--- src/rtl/lsu_bus_bridge_pkg.sv ---
// Shared types and helpers for the memory-stage load/store bridge.
// Keeps size decoding and alignment rules in one place for RTL and bench.
package lsu_bus_bridge_pkg;

  localparam int LSU_XLEN = 32;

  typedef enum logic [1:0] {
    BYTE = 2'b00,
    HALF = 2'b01,
    WORD = 2'b10
  } lsu_size_e;

  typedef enum logic [1:0] {
    IDLE   = 2'b00,
    ACCESS = 2'b01,
    DONE   = 2'b10
  } lsu_state_e;

  typedef struct packed {
    logic                we;
    lsu_size_e           size;
    logic                is_unsigned;
    logic [LSU_XLEN-1:0] addr;
    logic [LSU_XLEN-1:0] wdata;
  } type_lsu_req_s;

  // The reserved encoding 2'b11 behaves as a word access.
  function automatic lsu_size_e decode_size(input logic [1:0] raw);
    case (raw)
      2'b00:   return BYTE;
      2'b01:   return HALF;
      default: return WORD;
    endcase
  endfunction

  function automatic logic is_misaligned(input lsu_size_e size, input logic [1:0] lane);
    case (size)
      HALF:    return lane[0];
      WORD:    return lane != 2'b00;
      default: return 1'b0;
    endcase
  endfunction

endpackage

--- src/rtl/lsu_bus_bridge_if.sv ---
// Bundle of pipeline request/response and slave-bus signals for the LSU bridge.
// slave modport: the bridge itself; master modport: pipeline plus slave fabric around it.
interface lsu_bus_bridge_if #(
  parameter int BUS_WIDTH    = 32,
  parameter int N_SLV        = 4,
  parameter int REGION_SHIFT = 12
);
  // Handshake: req_valid is held stable while stall=1; the bridge pulses
  // rsp_valid for exactly one cycle per accepted request. On the slave side
  // slv_sel stays asserted (with we/addr/wdata/be stable) until the selected
  // slave raises its slv_ack bit for one cycle; acks from other slaves are ignored.
  logic                      req_valid;
  logic                      req_we;
  logic [1:0]                req_size;
  logic                      req_unsigned;
  logic [BUS_WIDTH-1:0]      req_addr;
  logic [BUS_WIDTH-1:0]      req_wdata;
  logic                      stall;
  logic                      rsp_valid;
  logic [BUS_WIDTH-1:0]      rdata;
  logic                      exc_misalign;
  logic                      exc_fault;
  logic [BUS_WIDTH-1:0]      exc_addr;
  logic [N_SLV-1:0]          slv_sel;
  logic                      slv_we;
  logic [REGION_SHIFT-1:0]   slv_addr;
  logic [BUS_WIDTH-1:0]      slv_wdata;
  logic [BUS_WIDTH/8-1:0]    slv_be;
  logic [N_SLV-1:0]          slv_ack;
  logic [N_SLV*BUS_WIDTH-1:0] slv_rdata;

  modport slave (
    input  req_valid, req_we, req_size, req_unsigned, req_addr, req_wdata,
    input  slv_ack, slv_rdata,
    output stall, rsp_valid, rdata, exc_misalign, exc_fault, exc_addr,
    output slv_sel, slv_we, slv_addr, slv_wdata, slv_be
  );

  modport master (
    output req_valid, req_we, req_size, req_unsigned, req_addr, req_wdata,
    output slv_ack, slv_rdata,
    input  stall, rsp_valid, rdata, exc_misalign, exc_fault, exc_addr,
    input  slv_sel, slv_we, slv_addr, slv_wdata, slv_be
  );
endinterface

--- src/rtl/lsu_bus_bridge_align.sv ---
// Combinational lane logic: load byte/half extraction with sign/zero extension,
// and store lane replication with byte-enable generation.
module lsu_align
  import lsu_bus_bridge_pkg::*;
(
  input  lsu_size_e   size,
  input  logic        is_unsigned,
  input  logic [1:0]  lane,
  input  logic [31:0] wdata,
  input  logic [31:0] word_rdata,
  output logic [31:0] load_data,
  output logic [31:0] store_data,
  output logic [3:0]  be
);

  logic [7:0]  byte_v;
  logic [15:0] half_v;

  always_comb begin
    byte_v = 8'h00;
    case (lane)
      2'd0: byte_v = word_rdata[7:0];
      2'd1: byte_v = word_rdata[15:8];
      2'd2: byte_v = word_rdata[23:16];
      2'd3: byte_v = word_rdata[31:24];
      default: byte_v = 8'h00;
    endcase
    half_v = lane[1] ? word_rdata[31:16] : word_rdata[15:0];
  end

  always_comb begin
    load_data  = word_rdata;
    store_data = wdata;
    be         = 4'b1111;
    case (size)
      BYTE: begin
        load_data  = {{24{~is_unsigned & byte_v[7]}}, byte_v};
        store_data = {4{wdata[7:0]}};
        be         = 4'b0001 << lane;
      end
      HALF: begin
        load_data  = {{16{~is_unsigned & half_v[15]}}, half_v};
        store_data = {2{wdata[15:0]}};
        be         = 4'b0011 << lane;
      end
      default: ;
    endcase
  end

endmodule

--- src/rtl/lsu_bus_bridge.sv ---
// Memory-stage load/store bridge: decodes the address to one of N_SLV regions,
// runs a req/ack access with watchdog, and stalls the pipeline until it completes.
module lsu_bus_bridge
  import lsu_bus_bridge_pkg::*;
#(
  parameter int BUS_WIDTH    = 32,
  parameter int N_SLV        = 4,
  parameter int REGION_SHIFT = 12,
  parameter int TIMEOUT      = 15
) (
  input  logic             clk,
  input  logic             rst,
  lsu_bus_bridge_if.slave  bus,
  output lsu_state_e       dbg_state
);

  localparam int IDX_W = (N_SLV > 1) ? $clog2(N_SLV) : 1;
  localparam int CNT_W = (TIMEOUT > 1) ? $clog2(TIMEOUT) : 1;
  localparam int RW    = BUS_WIDTH - REGION_SHIFT;
  localparam logic [RW-1:0] N_SLV_R = RW'(N_SLV);

  lsu_state_e          state_q, state_d;
  type_lsu_req_s       req_q, req_live;
  logic [IDX_W-1:0]    idx_q;
  logic [CNT_W-1:0]    cnt_q;
  logic [31:0]         rdata_q;
  logic                misalign_q, fault_q;

  logic [RW-1:0]       region;
  logic                live_misalign, live_fault;
  logic                ack_hit, timeout_hit;
  logic [31:0]         sel_rdata, load_data, store_data;
  logic [3:0]          be;
  logic                in_access, in_done;
  logic [N_SLV-1:0]    sel_vec;

  assign req_live.we          = bus.req_we;
  assign req_live.size        = decode_size(bus.req_size);
  assign req_live.is_unsigned = bus.req_unsigned;
  assign req_live.addr        = bus.req_addr;
  assign req_live.wdata       = bus.req_wdata;

  assign region        = bus.req_addr[BUS_WIDTH-1:REGION_SHIFT];
  assign live_misalign = is_misaligned(req_live.size, bus.req_addr[1:0]);
  assign live_fault    = region >= N_SLV_R;

  // Watchdog fires in the TIMEOUT-th ACCESS cycle; a same-cycle ack still wins.
  assign timeout_hit = (TIMEOUT != 0) && (cnt_q == CNT_W'(TIMEOUT - 1));

  always_comb begin
    ack_hit   = 1'b0;
    sel_rdata = '0;
    for (int i = 0; i < N_SLV; i++) begin
      if (idx_q == IDX_W'(i)) begin
        ack_hit   = bus.slv_ack[i];
        sel_rdata = bus.slv_rdata[i*BUS_WIDTH +: BUS_WIDTH];
      end
    end
  end

  lsu_align u_align (
    .size        (req_q.size),
    .is_unsigned (req_q.is_unsigned),
    .lane        (req_q.addr[1:0]),
    .wdata       (req_q.wdata),
    .word_rdata  (sel_rdata),
    .load_data   (load_data),
    .store_data  (store_data),
    .be          (be)
  );

  always_ff @(posedge clk or negedge rst) begin
    if (!rst) state_q <= IDLE;
    else      state_q <= state_d;
  end

  always_comb begin
    state_d = state_q;
    case (state_q)
      IDLE: begin
        if (bus.req_valid)
          state_d = (live_misalign || live_fault) ? DONE : ACCESS;
      end
      ACCESS: begin
        if (ack_hit || timeout_hit) state_d = DONE;
      end
      DONE:    state_d = IDLE;
      default: state_d = IDLE;
    endcase
  end

  always_ff @(posedge clk or negedge rst) begin
    if (!rst) begin
      req_q      <= '0;
      idx_q      <= '0;
      cnt_q      <= '0;
      rdata_q    <= '0;
      misalign_q <= 1'b0;
      fault_q    <= 1'b0;
    end else begin
      case (state_q)
        IDLE: begin
          if (bus.req_valid) begin
            req_q      <= req_live;
            idx_q      <= region[IDX_W-1:0];
            cnt_q      <= '0;
            rdata_q    <= '0;
            misalign_q <= live_misalign;
            fault_q    <= !live_misalign && live_fault;
          end
        end
        ACCESS: begin
          cnt_q <= cnt_q + 1'b1;
          if (ack_hit)          rdata_q <= req_q.we ? '0 : load_data;
          else if (timeout_hit) fault_q <= 1'b1;
        end
        default: ;
      endcase
    end
  end

  assign in_access = (state_q == ACCESS);
  assign in_done   = (state_q == DONE);

  always_comb begin
    sel_vec = '0;
    for (int i = 0; i < N_SLV; i++)
      sel_vec[i] = in_access && (idx_q == IDX_W'(i));
  end

  // Reset must silence stall at once even if the pipeline still holds req_valid.
  assign bus.stall        = rst && ((state_q == IDLE && bus.req_valid) || in_access);
  assign bus.rsp_valid    = in_done;
  assign bus.rdata        = in_done ? rdata_q : '0;
  assign bus.exc_misalign = in_done && misalign_q;
  assign bus.exc_fault    = in_done && fault_q;
  assign bus.exc_addr     = (in_done && (misalign_q || fault_q)) ? req_q.addr : '0;

  assign bus.slv_sel   = sel_vec;
  assign bus.slv_we    = in_access && req_q.we;
  assign bus.slv_addr  = in_access ? {req_q.addr[REGION_SHIFT-1:2], 2'b00} : '0;
  assign bus.slv_wdata = in_access ? store_data : '0;
  assign bus.slv_be    = in_access ? be : '0;

  assign dbg_state = state_q;

endmodule

--- src/flat_wrapper.sv ---
// flat-port wrapper written by rule: the top's interface ports become plain ports
module lsu_bus_bridge_flat import lsu_bus_bridge_pkg::*;
#(
  parameter int BUS_WIDTH    = 32,
  parameter int N_SLV        = 4,
  parameter int REGION_SHIFT = 12,
  parameter int TIMEOUT      = 15
)
  (clk, rst, dbg_state, bus_req_valid, bus_req_we, bus_req_size, bus_req_unsigned, bus_req_addr, bus_req_wdata, bus_slv_ack, bus_slv_rdata, bus_stall, bus_rsp_valid, bus_rdata, bus_exc_misalign, bus_exc_fault, bus_exc_addr, bus_slv_sel, bus_slv_we, bus_slv_addr, bus_slv_wdata, bus_slv_be);
  lsu_bus_bridge_if #(.BUS_WIDTH(BUS_WIDTH), .N_SLV(N_SLV), .REGION_SHIFT(REGION_SHIFT)) bus_i ();
  input  logic clk;
  input  logic rst;
  output lsu_state_e dbg_state;
  input wire logic [$bits(bus_i.req_valid)-1:0] bus_req_valid;
  input wire logic [$bits(bus_i.req_we)-1:0] bus_req_we;
  input wire logic [$bits(bus_i.req_size)-1:0] bus_req_size;
  input wire logic [$bits(bus_i.req_unsigned)-1:0] bus_req_unsigned;
  input wire logic [$bits(bus_i.req_addr)-1:0] bus_req_addr;
  input wire logic [$bits(bus_i.req_wdata)-1:0] bus_req_wdata;
  input wire logic [$bits(bus_i.slv_ack)-1:0] bus_slv_ack;
  input wire logic [$bits(bus_i.slv_rdata)-1:0] bus_slv_rdata;
  output wire logic [$bits(bus_i.stall)-1:0] bus_stall;
  output wire logic [$bits(bus_i.rsp_valid)-1:0] bus_rsp_valid;
  output wire logic [$bits(bus_i.rdata)-1:0] bus_rdata;
  output wire logic [$bits(bus_i.exc_misalign)-1:0] bus_exc_misalign;
  output wire logic [$bits(bus_i.exc_fault)-1:0] bus_exc_fault;
  output wire logic [$bits(bus_i.exc_addr)-1:0] bus_exc_addr;
  output wire logic [$bits(bus_i.slv_sel)-1:0] bus_slv_sel;
  output wire logic [$bits(bus_i.slv_we)-1:0] bus_slv_we;
  output wire logic [$bits(bus_i.slv_addr)-1:0] bus_slv_addr;
  output wire logic [$bits(bus_i.slv_wdata)-1:0] bus_slv_wdata;
  output wire logic [$bits(bus_i.slv_be)-1:0] bus_slv_be;
  assign bus_i.req_valid = bus_req_valid;
  assign bus_i.req_we = bus_req_we;
  assign bus_i.req_size = bus_req_size;
  assign bus_i.req_unsigned = bus_req_unsigned;
  assign bus_i.req_addr = bus_req_addr;
  assign bus_i.req_wdata = bus_req_wdata;
  assign bus_i.slv_ack = bus_slv_ack;
  assign bus_i.slv_rdata = bus_slv_rdata;
  assign bus_stall = bus_i.stall;
  assign bus_rsp_valid = bus_i.rsp_valid;
  assign bus_rdata = bus_i.rdata;
  assign bus_exc_misalign = bus_i.exc_misalign;
  assign bus_exc_fault = bus_i.exc_fault;
  assign bus_exc_addr = bus_i.exc_addr;
  assign bus_slv_sel = bus_i.slv_sel;
  assign bus_slv_we = bus_i.slv_we;
  assign bus_slv_addr = bus_i.slv_addr;
  assign bus_slv_wdata = bus_i.slv_wdata;
  assign bus_slv_be = bus_i.slv_be;
  lsu_bus_bridge #(.BUS_WIDTH(BUS_WIDTH), .N_SLV(N_SLV), .REGION_SHIFT(REGION_SHIFT), .TIMEOUT(TIMEOUT)) u_core (.clk(clk), .rst(rst), .bus(bus_i), .dbg_state(dbg_state));
endmodule
--- config.mk ---
export PLATFORM = sky130hd
export DESIGN_NAME = lsu_bus_bridge_flat
export DESIGN_NICKNAME = d
export VERILOG_FILES = /design/src/rtl/lsu_bus_bridge_pkg.sv /design/src/rtl/lsu_bus_bridge_if.sv /design/src/rtl/lsu_bus_bridge_align.sv /design/src/rtl/lsu_bus_bridge.sv /design/src/flat_wrapper.sv
export SDC_FILE = /design/constraint.sdc
export NUM_CORES = 1
export LEC_CHECK = 0
export CAP_MARGIN = 20
export CORE_ASPECT_RATIO = 1.1
export CORE_MARGIN = 3
export CORE_UTILIZATION = 39
export CTS_CLUSTER_DIAMETER = 200
export DETAILED_ROUTE_END_ITERATION = 16
export HOLD_SLACK_MARGIN = 0.06
export PLACE_DENSITY = 0.79
export SETUP_SLACK_MARGIN = 0.2
export SLEW_MARGIN = 20
export SYNTH_ARGS = -nofsm -noshare
export SYNTH_HDL_FRONTEND = slang
export SYNTH_HIERARCHICAL = 1
export SYNTH_SLANG_ARGS = --single-unit
--- constraint.sdc ---
create_clock -name clk -period 2.56 [get_ports clk]
set_input_delay 0.768 -clock clk [delete_from_list [all_inputs] [get_ports clk]]
set_output_delay 0.768 -clock clk [all_outputs]
set_load 0.01 [all_outputs]
==> results.sh, run 1 <==
export IMPL_hpwl_microns=19700
export IMPL_fin_crit_ns=2.46
export IMPL_synth_main_ff_cell="dfrtp_1"
export IMPL_whs_path_depth=2
export IMPL_stdcell_count=1488
export IMPL_slew_headroom=0.445
export IMPL_timing_final_crit_share=0.960
export IMPL_fin_util=0.681
export IMPL_drc=0
export IMPL_endpoint_kind="output port"
export IMPL_swShare=0.319
export IMPL_antenna_found_initial=2
export IMPL_clockBufferDepth=2
export IMPL_syn_avg_cell_area_sq_um=8.25
export IMPL_r2r_end="u_core/rdata_q[21]"
export IMPL_clockPowerShare=0.269
export IMPL_p_seq_frac=0.351
export IMPL_synthToLayoutAreaGrowth_pct=69.5
export IMPL_power_total_mw=5.75
export IMPL_track_usage=0.269
export IMPL_critPathSlowestCell="dfrtp_1"
export IMPL_die_area_sq_mm=0.0201
export IMPL_clkTransAtPathRegs_ns=0.08
export IMPL_drive_above_1_share=0.322
export IMPL_drtIter0Drc=570
export IMPL_cts_hold_buf=0
export IMPL_place_gp_congestion=0.847
export IMPL_ios=326
export IMPL_cts_root_buf="clkbuf_16"
export IMPL_hold_viol_final=0
export IMPL_ys_warn_count=6
export IMPL_placedInstanceArea_sq_mm=0.0109
export IMPL_finalNetCount=1450
export IMPL_grt_pass1_vias=7778
export IMPL_hold_path_startpoint="u_core/req_q[62]"
export IMPL_required_ns=1.79
export IMPL_via_per_inst=5.31
export IMPL_dieHeight_microns=149
export IMPL_r2r_cells=9
export IMPL_crit_path_max_fanout=5
export IMPL_p_comb_frac=0.380
export IMPL_place_ws_ns=-0.408
export IMPL_yosysSeqAreaShare=0.375
export IMPL_net_switching_power_mw=1.83
export IMPL_initial_core_util=0.402
export IMPL_ys_ff_latch=108
export IMPL_rows=51
export IMPL_cts_made_buffers=9
export IMPL_dp_cells=1413
export IMPL_irDropWorstVdd_v=0.000298
export IMPL_diodes=0
export IMPL_timing_rr_start="u_core/req_q[44]"
export IMPL_port_buffers=323
export IMPL_status="finished clean"
export IMPL_arrival_ns=1.69
export IMPL_setup_tns_ns=0
export IMPL_clkSinkCount=108
export IMPL_ff2ff_setup_slack_ns=0.22
export IMPL_final_area_sq_mm=0.0122
export IMPL_grt_max_degree=72
export IMPL_timing_hold_ws_ns=0.474
export IMPL_h_tree_depth=3
export IMPL_powerDensity_mw_per_mm2=471
export IMPL_p_leak_nw=5.87
export IMPL_fp_dieW_microns=136
export IMPL_async_flop_share=1.00
export IMPL_final_setup_skew_ns=0.00645
export IMPL_critical_path_top_delay_family="buffers and inverters"
export IMPL_setup_viol=0
export IMPL_worstHoldPathType="reg -> reg"
export IMPL_worstPathCellList="buf_6, nor2b_4, buf_6, buf_12, buf_8, nor2_4, nor2b_2, buf_2"
export IMPL_critPathLaunchType="flip-flop"
export IMPL_max_stage_delay_ns=0.39
export IMPL_cts_tree="done"
export IMPL_rsz0062_at_grt="true"
export IMPL_intPower_mw=3.92
export IMPL_ant_nets=0
export IMPL_wire_per_inst_microns=20.2
export IMPL_synth_edff_count=0
export IMPL_clock_latency_ns=0.35
export IMPL_drt_total_wl_microns=30100
export IMPL_drv_slew=0
export IMPL_max_freq_mhz=407
export IMPL_syn_area_sq_mm=0.00721
export IMPL_worst_slew_pin_slew_ns=0.832
export IMPL_min_to="u_core/req_q[62]"
export IMPL_dr_pass1_iters=5
export IMPL_synth_cell_types=37
export IMPL_core_sq_mm=0.0179
export IMPL_gr_total_overflow=0
export IMPL_critPathBufInv=5
export IMPL_setup_ws_ns=0.104
export IMPL_grt_pass1_wl_microns=42300
export IMPL_crit_top_cell="buf_6"
export IMPL_vias=7904
export IMPL_netlist_instances=874
export IMPL_worstSetupPathType="reg -> out"
export IMPL_cap_violations=0
-- repair_timing --
item,CTS,global route
setup buffers,26,19
pin swaps,18,27
setup endpoints to repair,134,195
cloned,6,8
resized for setup,467,231
-- state kept, by name (all words and copies together), names as in the netlist --
name	cells
u_core/cnt_q	4
u_core/dbg_state	2
u_core/req_q	68
u_core/fault_q	1
u_core/misalign_q	1
u_core/rdata_q	32
-- cells in the final DEF, fill, tap and decap left out, drive strengths merged, types with 10 or more instances in the layout --
| cell | netlist | routed |
|---|---|---|
| inv | 12 | 13 |
| nand3 | 38 | 38 |
| mux4 | 39 | 39 |
| clkbuf | 43 | 31 |
| and2 | 114 | 114 |
| mux2 | 10 | 10 |
| dlymetal6s2s | 0 | 10 |
| buf | 37 | 216 |
| nor2 | 25 | 25 |
| dfrtp | 108 | 108 |
| clkdlybuf4s50 | 0 | 186 |
| o21ai | 65 | 65 |
| a221o | 10 | 10 |
| nand2 | 317 | 317 |
-- layout make-up --
class                   instances  area [sq um]
well taps                     238           298
clock buffers                  11           233
fillers                      1377          5710
flip-flops and latches        108          2710
multi-input cells             675          4350
inverters                      12          45.0
repair buffers                439          4490
clock inverters                 5          85.1
-- tightest hold or removal path, stage by stage (launching register included) --
cell,delay (ns)
dfrtp_1,0.34
nand2_1,0.05
nand2_1,0.06
-- how the worst max path moves through the flow --
stage / start / to / slack, ns / cells past startpoint
after floorplan: u_core/req_q[44] / u_core/rdata_q[25] / 0.27 / 10
after global placement: bus_req_valid / bus_stall / -0.36 / 5
after detailed placement: bus_req_valid / bus_stall / -0.41 / 5
after CTS: u_core/dbg_state[0] / bus_exc_addr[5] / 0.03 / 6
after global routing: u_core/dbg_state[1] / bus_stall / 0.03 / 8
final: u_core/dbg_state[1] / bus_stall / 0.10 / 8
-- power groups by stage --
stage / clock, mW / combinational [mW] / sequential, mW
finish: 1.55 / 2.18 / 2.02
global placement: 0 / 1.80 / 2.03
floorplan: 0 / 1.02 / 1.97
CTS: 1.57 / 1.92 / 2.01
global route: 1.63 / 2.33 / 2.04
detailed placement: 0 / 1.84 / 2.04
-- Yosys cell counts (12+ instances only) --
master	count	area share
inv_1	12	0.0062
and2_1	114	0.099
mux4_2	39	0.12
dfrtp_1	108	0.37
clkbuf_1	43	0.022
buf_4	16	0.017
nand3_1	38	0.026
nor2_1	23	0.012
o21ai_0	27	0.019
o21ai_1	38	0.026
nand2_1	317	0.17
-- per-layer routing --
| metal | vias up | GRT usage | part of all wire |
|---|---|---|---|
| li1 | 3616 | - | - |
| met1 | 3722 | 0.313 | 0.35 |
| met2 | 457 | 0.479 | 0.50 |
| met3 | 105 | 0.0646 | 0.093 |
| met4 | 4 | 0.0998 | 0.051 |
| met5 | - | 0 | 0.0010 |
-- cells by family after synthesis --
| logic type | synth area share |
|---|---|
| mux | 0.150 |
| buf+inv | 0.0663 |
| other cells | 0.000520 |
| simple gates | 0.333 |
| compound gates | 0.0703 |
| fa+ha+maj | 0.00347 |
| flops | 0.375 |
| xor+xnor | 0.00122 |
Note: power is estimated with default switching activity, not from simulation.
==> inputs of run 2 (changes only) <==
--- a/config.mk
+++ b/config.mk
@@ -6,13 +6,15 @@
 export NUM_CORES = 1
 export LEC_CHECK = 0
 export CAP_MARGIN = 20
+export CELL_PAD_IN_SITES_DETAIL_PLACEMENT = 0
+export CELL_PAD_IN_SITES_GLOBAL_PLACEMENT = 2
 export CORE_ASPECT_RATIO = 1.1
 export CORE_MARGIN = 3
-export CORE_UTILIZATION = 39
+export CORE_UTILIZATION = 21
 export CTS_CLUSTER_DIAMETER = 200
 export DETAILED_ROUTE_END_ITERATION = 16
 export HOLD_SLACK_MARGIN = 0.06
-export PLACE_DENSITY = 0.79
+export PLACE_DENSITY_LB_ADDON = 0.1
 export SETUP_SLACK_MARGIN = 0.2
 export SLEW_MARGIN = 20
 export SYNTH_ARGS = -nofsm -noshare
==> run 2 against run 1 <==
Net effect: global-route usage fell by 8.6 points; sequential power barely moved; first-iteration DRC count fell by 46%; utilization fell by 30 points; critical path type unchanged; critical endpoint is now bus_exc_addr[28]; largest cell class unchanged.
==> results.sh, run 2 (synthesis results as in run 1) <==
export IMPL_critPathLaunchType="flip-flop"
export IMPL_timing_final_crit_share=0.983
export IMPL_drc=0
export IMPL_power_total_mw=5.81
export IMPL_dieHeight_microns=200
export IMPL_final_setup_skew_ns=0.0138
export IMPL_grt_pass1_vias=7947
export IMPL_top_register="u_core/req_q"
export IMPL_max_freq_mhz=397
export IMPL_cap_violations=0
export IMPL_drive_above_1_share=0.357
export IMPL_clockPowerShare=0.244
export IMPL_h_tree_depth=3
export IMPL_port_buffers=323
export IMPL_place_gp_congestion=0.756
export IMPL_finalNetCount=1452
export IMPL_powerDensity_mw_per_mm2=452
export IMPL_slew_headroom=0.517
export IMPL_final_common_cell="nand2_1"
export IMPL_rsz0062_at_grt="true"
export IMPL_clkSinkCount=108
export IMPL_drv_slew=0
export IMPL_ios=326
export IMPL_clkTransAtPathRegs_ns=0.08
export IMPL_net_switching_power_mw=1.93
export IMPL_cts_hold_buf=0
export IMPL_setup_viol=0
export IMPL_ant_nets=0
export IMPL_crit_path_max_fanout=7
export IMPL_hold_viol_final=0
export IMPL_grt_pass1_wl_microns=51000
export IMPL_die_area_sq_mm=0.0366
export IMPL_vias=7608
export IMPL_drtIter0Drc=307
export IMPL_endpoint_kind="output port"
export IMPL_cts_root_buf="clkbuf_16"
export IMPL_cts_tree="done"
export IMPL_stdcell_count=1684
export IMPL_drt_total_wl_microns=34500
export IMPL_fillers=3453
export IMPL_fp_dieW_microns=183
export IMPL_worstSetupPathType="reg -> out"
export IMPL_hpwl_microns=23000
export IMPL_track_usage=0.183
export IMPL_worstHoldPathType="in -> async"
export IMPL_required_ns=1.79
export IMPL_timing_hold_ws_ns=0.419
export IMPL_swShare=0.332
export IMPL_grt_max_degree=109
export IMPL_synthToLayoutAreaGrowth_pct=78.3
export IMPL_cts_made_buffers=9
export IMPL_clock_latency_ns=0.36
export IMPL_wire_per_inst_microns=20.5
export IMPL_intPower_mw=3.88
export IMPL_via_per_inst=4.52
export IMPL_arrival_ns=1.75
export IMPL_initial_core_util=0.215
export IMPL_worst_slew_pin_slew_ns=0.724
export IMPL_p_seq_frac=0.344
export IMPL_status="finished clean"
export IMPL_core_sq_mm=0.0335
export IMPL_clockBufferDepth=2
export IMPL_antenna_found_initial=3
export IMPL_dp_cells=1613
export IMPL_p_comb_frac=0.412
export IMPL_gr_total_overflow=0
export IMPL_largest_reg_flops=68
export IMPL_irDropWorstVdd_v=0.000231
export IMPL_rows=70
export IMPL_largestRegisters="u_core/req_q x68, u_core/rdata_q x32, u_core/cnt_q x4"
export IMPL_dr_pass1_iters=4
export IMPL_p_leak_nw=5.95
export IMPL_fin_crit_ns=2.52
export IMPL_most_common_layout_cells="299 x nand2_1, 184 x clkdlybuf4s50_1, 113 x buf_6, 104 x dfrtp_1, 85 x and2_4"
==> run 2: metrics by stage <==
stage          cell area [sq um]   util  setup slack (ns)  TNS, ns
6_report                   12900  0.383            0.0431        0
3_5_place_dp               11200  0.334            -0.372    -7.87
4_1_cts                    12200  0.363           -0.0434   -0.347
5_1_grt                    12800  0.383           -0.0310   -0.135
3_3_place_gp               11200  0.334            -0.371    -7.36
2_1_floorplan               7210      -             0.272        0
==> run 2: routing by layer <==
layer / part of all wire / vias up / wire [microns] / global-route usage
li1: - / 3627 / - / -
met1: 0.38 / 3699 / 13200 / 0.212
met2: 0.53 / 246 / 18200 / 0.328
met3: 0.074 / 30 / 2540 / 0.0527
met4: 0.017 / 6 / 573 / 0.0441
met5: 0.0010 / - / 36 / 0
==> run 2: worst paths after layout <==
path                                     start                 end  slack [ns]  depth (start not counted)
setup reg to reg              u_core/req_q[44]  u_core/rdata_q[20]        0.18                          9
hold reg to reg               u_core/req_q[22]    u_core/req_q[22]        0.48                          2
max in group asynchronous                  rst   u_core/rdata_q[3]        1.53                          2
hold / removal                             rst  u_core/rdata_q[17]        0.42                          2
setup / recovery           u_core/dbg_state[1]    bus_exc_addr[28]        0.04                          8
min in group clk              u_core/req_q[22]    u_core/req_q[22]        0.48                          2
==> run 2: layout make-up <==
cell class | count | area [sq um] | area share
inverters | 12 | 45.0 | 0.00350
well taps | 432 | 541 | 0.0421
diodes | 1 | 2.50 | 0.000195
repair buffers | 441 | 4710 | 0.367
flip-flops and latches | 108 | 2710 | 0.211
clock buffers | 14 | 264 | 0.0205
clock inverters | 1 | 8.76 | 0.000681
multi-input cells | 675 | 4570 | 0.356
==> run 2: what timing repair did <==
action / in CTS / in global routing
setup buffers: 31 / 9
gates cloned: 10 / 5
hold endpoints to repair: 0 / 0
resized for setup: 623 / 178
pin swaps: 28 / 46
setup endpoints to repair: 151 / 220
==> run 2: critical path, stage by stage, from the launching register on <==
cell and delay, ns:
dfrtp_1 0.40, nor2b_4 0.15, o21a_4 0.14, buf_6 0.11, buf_6 0.10, buf_12 0.13
buf_6 0.11, and2_4 0.12, buf_6 0.12
==> run 2: power by group through the flow <==
stage	sequential (mW)	clock, mW	combinational (mW)
global placement	2.04	0	1.97
global route	2.03	1.53	2.60
CTS	2.00	1.48	2.21
finish	2.00	1.42	2.39
floorplan	1.97	0	1.02
detailed placement	2.04	0	1.97
==> inputs of run 3 (changes only) <==
--- a/config.mk
+++ b/config.mk
@@ -11,7 +11,6 @@
 export CORE_ASPECT_RATIO = 1.1
 export CORE_MARGIN = 3
 export CORE_UTILIZATION = 21
-export CTS_CLUSTER_DIAMETER = 200
 export DETAILED_ROUTE_END_ITERATION = 16
 export HOLD_SLACK_MARGIN = 0.06
 export PLACE_DENSITY_LB_ADDON = 0.1
==> results of run 3 <==
Final layout, timing and power as in run 2 (identical DEF).
